===== src/rtl/datmem_responder.sv =====
// Handshaked 32-byte big-endian data memory with a fixed number of wait states
// between request acceptance and the access edge.
module datmem_responder #(
  parameter int unsigned WAIT = 2
) (
  input  logic        clk,
  input  logic        rst_n,
  input  logic        req_valid,
  output logic        req_ready,
  input  logic        req_write,
  input  logic [4:0]  req_addr,
  input  logic [31:0] req_wdata,
  output logic        resp_valid,
  input  logic        resp_ready,
  output logic [31:0] resp_rdata,
  output logic        resp_err
);

  localparam int unsigned CNT_W = 4;
  localparam int unsigned AW    = 5;
  localparam int unsigned DW    = 32;
  localparam int unsigned DEPTH = 32;

  typedef enum logic [1:0] {ST_IDLE, ST_WAIT, ST_RESP} state_e;

  state_e           state_q, state_d;
  logic [CNT_W-1:0] cnt_q, cnt_d;
  logic             write_q;
  logic [AW-1:0]    addr_q;
  logic [DW-1:0]    wdata_q;
  logic             lat_en;
  logic             access;
  logic             misaligned;
  logic             mem_we;
  logic [2:0]       widx;
  logic [DW-1:0]    rdata_d;
  logic             err_d;

  logic [7:0] mem [DEPTH];

  assign widx       = addr_q[4:2];
  assign misaligned = (addr_q[1:0] != 2'b00);

  // Next state, access strobe and next response values
  always_comb begin
    state_d = state_q;
    cnt_d   = cnt_q;
    lat_en  = 1'b0;
    access  = 1'b0;
    rdata_d = resp_rdata;
    err_d   = resp_err;
    case (state_q)
      ST_IDLE: begin
        if (req_valid) begin
          lat_en  = 1'b1;
          cnt_d   = CNT_W'(WAIT);
          state_d = ST_WAIT;
        end
      end
      ST_WAIT: begin
        if (cnt_q != '0) begin
          cnt_d = cnt_q - CNT_W'(1);
        end else begin
          access  = 1'b1;
          state_d = ST_RESP;
        end
      end
      ST_RESP: begin
        if (resp_ready) state_d = ST_IDLE;
      end
      default: state_d = ST_IDLE;
    endcase
    mem_we = access & write_q & ~misaligned;
    if (access) begin
      err_d   = misaligned;
      rdata_d = (write_q || misaligned) ? '0 :
                {mem[{widx, 2'd0}], mem[{widx, 2'd1}], mem[{widx, 2'd2}], mem[{widx, 2'd3}]};
    end
  end

  // State, latched request and registered outputs
  always_ff @(posedge clk or negedge rst_n) begin
    if (!rst_n) begin
      state_q    <= ST_IDLE;
      cnt_q      <= '0;
      write_q    <= 1'b0;
      addr_q     <= '0;
      wdata_q    <= '0;
      req_ready  <= 1'b1;
      resp_valid <= 1'b0;
      resp_rdata <= '0;
      resp_err   <= 1'b0;
    end else begin
      state_q    <= state_d;
      cnt_q      <= cnt_d;
      req_ready  <= (state_d == ST_IDLE);
      resp_valid <= (state_d == ST_RESP);
      resp_rdata <= rdata_d;
      resp_err   <= err_d;
      if (lat_en) begin
        write_q <= req_write;
        addr_q  <= req_addr;
        wdata_q <= req_wdata;
      end
    end
  end

  // Storage is not reset; writes happen only on an aligned store's access edge
  always_ff @(posedge clk) begin
    if (mem_we) begin
      mem[{widx, 2'd0}] <= wdata_q[31:24];
      mem[{widx, 2'd1}] <= wdata_q[23:16];
      mem[{widx, 2'd2}] <= wdata_q[15:8];
      mem[{widx, 2'd3}] <= wdata_q[7:0];
    end
  end

endmodule


===== config.mk =====
export PLATFORM = sky130hd
export DESIGN_NAME = datmem_responder
export DESIGN_NICKNAME = d
export VERILOG_FILES = /design/src/rtl/datmem_responder.sv
export SDC_FILE = /design/constraint.sdc
export NUM_CORES = 1
export LEC_CHECK = 0
export ABC_AREA = 1
export CORE_MARGIN = 2
export CORE_UTILIZATION = 60
export CTS_CLUSTER_SIZE = 28
export DETAILED_ROUTE_END_ITERATION = 16
export PLACE_DENSITY = 0.83
export REMOVE_ABC_BUFFERS = 1
export SKIP_CTS_REPAIR_TIMING = 1
export SLEW_MARGIN = 20
export SYNTH_ARGS = -nofsm -noshare
export SYNTH_HDL_FRONTEND = slang
export SYNTH_SLANG_ARGS = --single-unit

===== constraint.sdc =====
create_clock -name clk -period 4.1 [get_ports clk]
set_input_delay 1.23 -clock clk [delete_from_list [all_inputs] [get_ports clk]]
set_output_delay 1.23 -clock clk [all_outputs]
set_load 0.1 [all_outputs]

==> qor.yml <==
synthesis:
  syn_inst: 1290
  synthArstFlopShare: 0.236
  yosys_warnings: 0
  synth.distinct_cells: 19
  synth_edf_count: 256
  ys_ff_latch: 335
  syn_area_per_cell_um2: 10.7
  yosys-top-cells-area: "edfxtp_1 56%, dfrtp_1 14%, nand2_1 11%"
  synth_area_um2: 13800
  synth_common_cells: "397 x nand2_1, 270 x inv_1, 256 x edfxtp_1, 131 x nand3_1, 78 x dfrtp_1"
  yosysMostFrequentCell: "nand2_1"
  synth_ff_type: "edfxtp_1"
  ys_seq_area_frac: 0.698
  yosysTopAreaCellShare: 0.555
  yosys.area.top_type: "edfxtp_1"
clock_tree:
  cts_buffer_depth: 3
  path_clk_slew_ps: 60
  root_buffer: "clkbuf_16"
  cts_sinks: 335
  cts_max_level: 1
  worstSkewPairLatency_ps: 550
  cts_tree: "done"
  cts_buffers: 30
worst_setup_path:
  crit_path_start_kind: "flip-flop"
  crit_chain: "clkdlybuf4s50_1"
  crit_type: "flip-flop to output pin"
  end_kind: "output pin"
  crit_buf_inv: 1
  worstPathArrival_ps: 2180
  path_max_fanout: 1
  crit_family: "buffers and inverters"
  crit_slowest_cell: "clkdlybuf4s50_1"
  cpPeakStageDelay_ps: 1120
  cp.required_ps: 2870
drt:
  via_count: 8933
  drcViolationCount: 0
  drt-pass1-iter-count: 6
  finalWirelength_um: 28700
  via_per_inst: 5.32
  first_iter_violations: 731
  ant_nets: 0
  wl_per_cell_um: 17.1
timing:
  drv_slew: 0
  period_share: 0.832
  relSlewSlack: 0.277
  clock_skew_ps: 14.6
  tns_ps: 0
  hold_violations: 0
  fin_ws_ps: 689
  hold_ws_ps: 476
  rsz0062_at_grt: "no"
  setup_viol: 0
  max_freq_mhz: 293
  min_period_ps: 3410
  worst-slew-pin-transition_ps: 1080
finish:
  antennaDiodeCount: 0
  fin_nets: 1413
  nFillCells: 1450
  multi_input_area_um2: 2970
  design_area_um2: 15900
  fin_util: 0.704
  drive_gt1_frac: 0.0840
  area_delta_synth_final_pct: 15.1
  regArea_um2: 9670
grt:
  first_global_vias: 9028
  gr-total-overflow: 0
  gr-usage-all-layers: 0.243
  grt_pass1_wl_um: 45500
  grt_max_degree: 87
  antenna_found_initial: 0
place:
  place_area_um2: 14900
  post-place-ws_ps: 999
  port_buffers: 76
  globalplace.congestion: 0.751
  dp_hpwl_um: 15700
die:
  die_h_um: 156
  ioPinCount: 77
  start_util: 0.611
  design.core.area_um2: 22600
  rows: 55
  fp.dieW_um: 156
  die-area_um2: 24300
pwr:
  power_density_nw_per_um2: 729
  power_leakage_nw: 7.21
  ir_drop_mv: 0.450
status:
  status: "finished, final reports clean"
min_path:
  hp-class: "flip-flop to flip-flop"
run:
  maxCapViolCount: 0
==> cell type report <==
class	count	area share
Clock buffer	48	0.0552
Clock inverter	8	0.00715
Inverter	270	0.0637
Multi-Input combinational cell	635	0.187
Sequential cell	335	0.607
Tap cell	285	0.0224
Timing Repair Buffer	97	0.0583
==> kinds of logic after synthesis <==
family | Yosys count | share of synthesized area
buffers and inverters | 320 | 0.0922
DFF | 335 | 0.698
muxes | 34 | 0.0277
and+or+nand+nor | 557 | 0.165
adders and majority gates | 2 | 0.00181
AOI/OAI and AO/OA | 42 | 0.0155
==> where the power goes <==
group	total [mW]	switching, mW	internal (mW)
clock	2.81	1.16	1.65
sequential	5.03	0.556	4.48
combinational	3.78	2.76	1.02
total	11.6	4.47	7.15
==> per-stage QoR <==
stage | power [mW] | instances
after floorplan | 7.70 | 1240
after CTS | 11.6 | 1678
after global placement | 8.70 | 1622
after global routing | 12.2 | 1678
after detailed placement | 8.84 | 1622
final | 11.6 | 1678
==> registers in the layout, summed over array words and instances, names as in the netlist <==
register    flops
mem           256
resp_rdata     32
wdata_q        32
addr_q          5
cnt_q           4
state_q         2
req_ready       1
resp_err        1
resp_valid      1
write_q         1
==> layer usage <==
layer | global-route usage | vias up | share of wire
met5 | 0 | - | 0
met4 | 0.103 | 0 | 0.036
met3 | 0.0311 | 88 | 0.065
met2 | 0.421 | 374 | 0.51
met1 | 0.314 | 4239 | 0.39
li1 | - | 4232 | -
==> worst paths after layout <==
path,startpoint,end,slack [ps],cells past startpoint
setup reg to reg,cnt_q[0]$_DFFE_PN0P_,mem[2][6]$_DFFE_PP_,1390,7
hold / removal,resp_rdata[13]$_DFFE_PN0N_,resp_rdata[13]$_DFFE_PN0N_,480,2
max in group asynchronous,rst_n,wdata_q[3]$_DFFE_PN0P_,2500,2
setup / recovery,req_ready$_DFF_PN1_,req_ready,690,1
hold reg to reg,resp_rdata[13]$_DFFE_PN0N_,resp_rdata[13]$_DFFE_PN0N_,480,2
min in group asynchronous,rst_n,resp_rdata[26]$_DFFE_PN0N_,800,1
==> layout by cell type, fill, tap and decap left out, types with 21 or more instances in the layout <==
cell and count:
nand2_1 397, dfrtp_1 77, edfxtp_1 256, clkbuf_16 31, o21ai_0 36, nand3_1 131, mux2_2 34, inv_1 269
buf_4 21, clkdlybuf4s50_1 75
No activity file was read; power rests on OpenSTA's default activity.
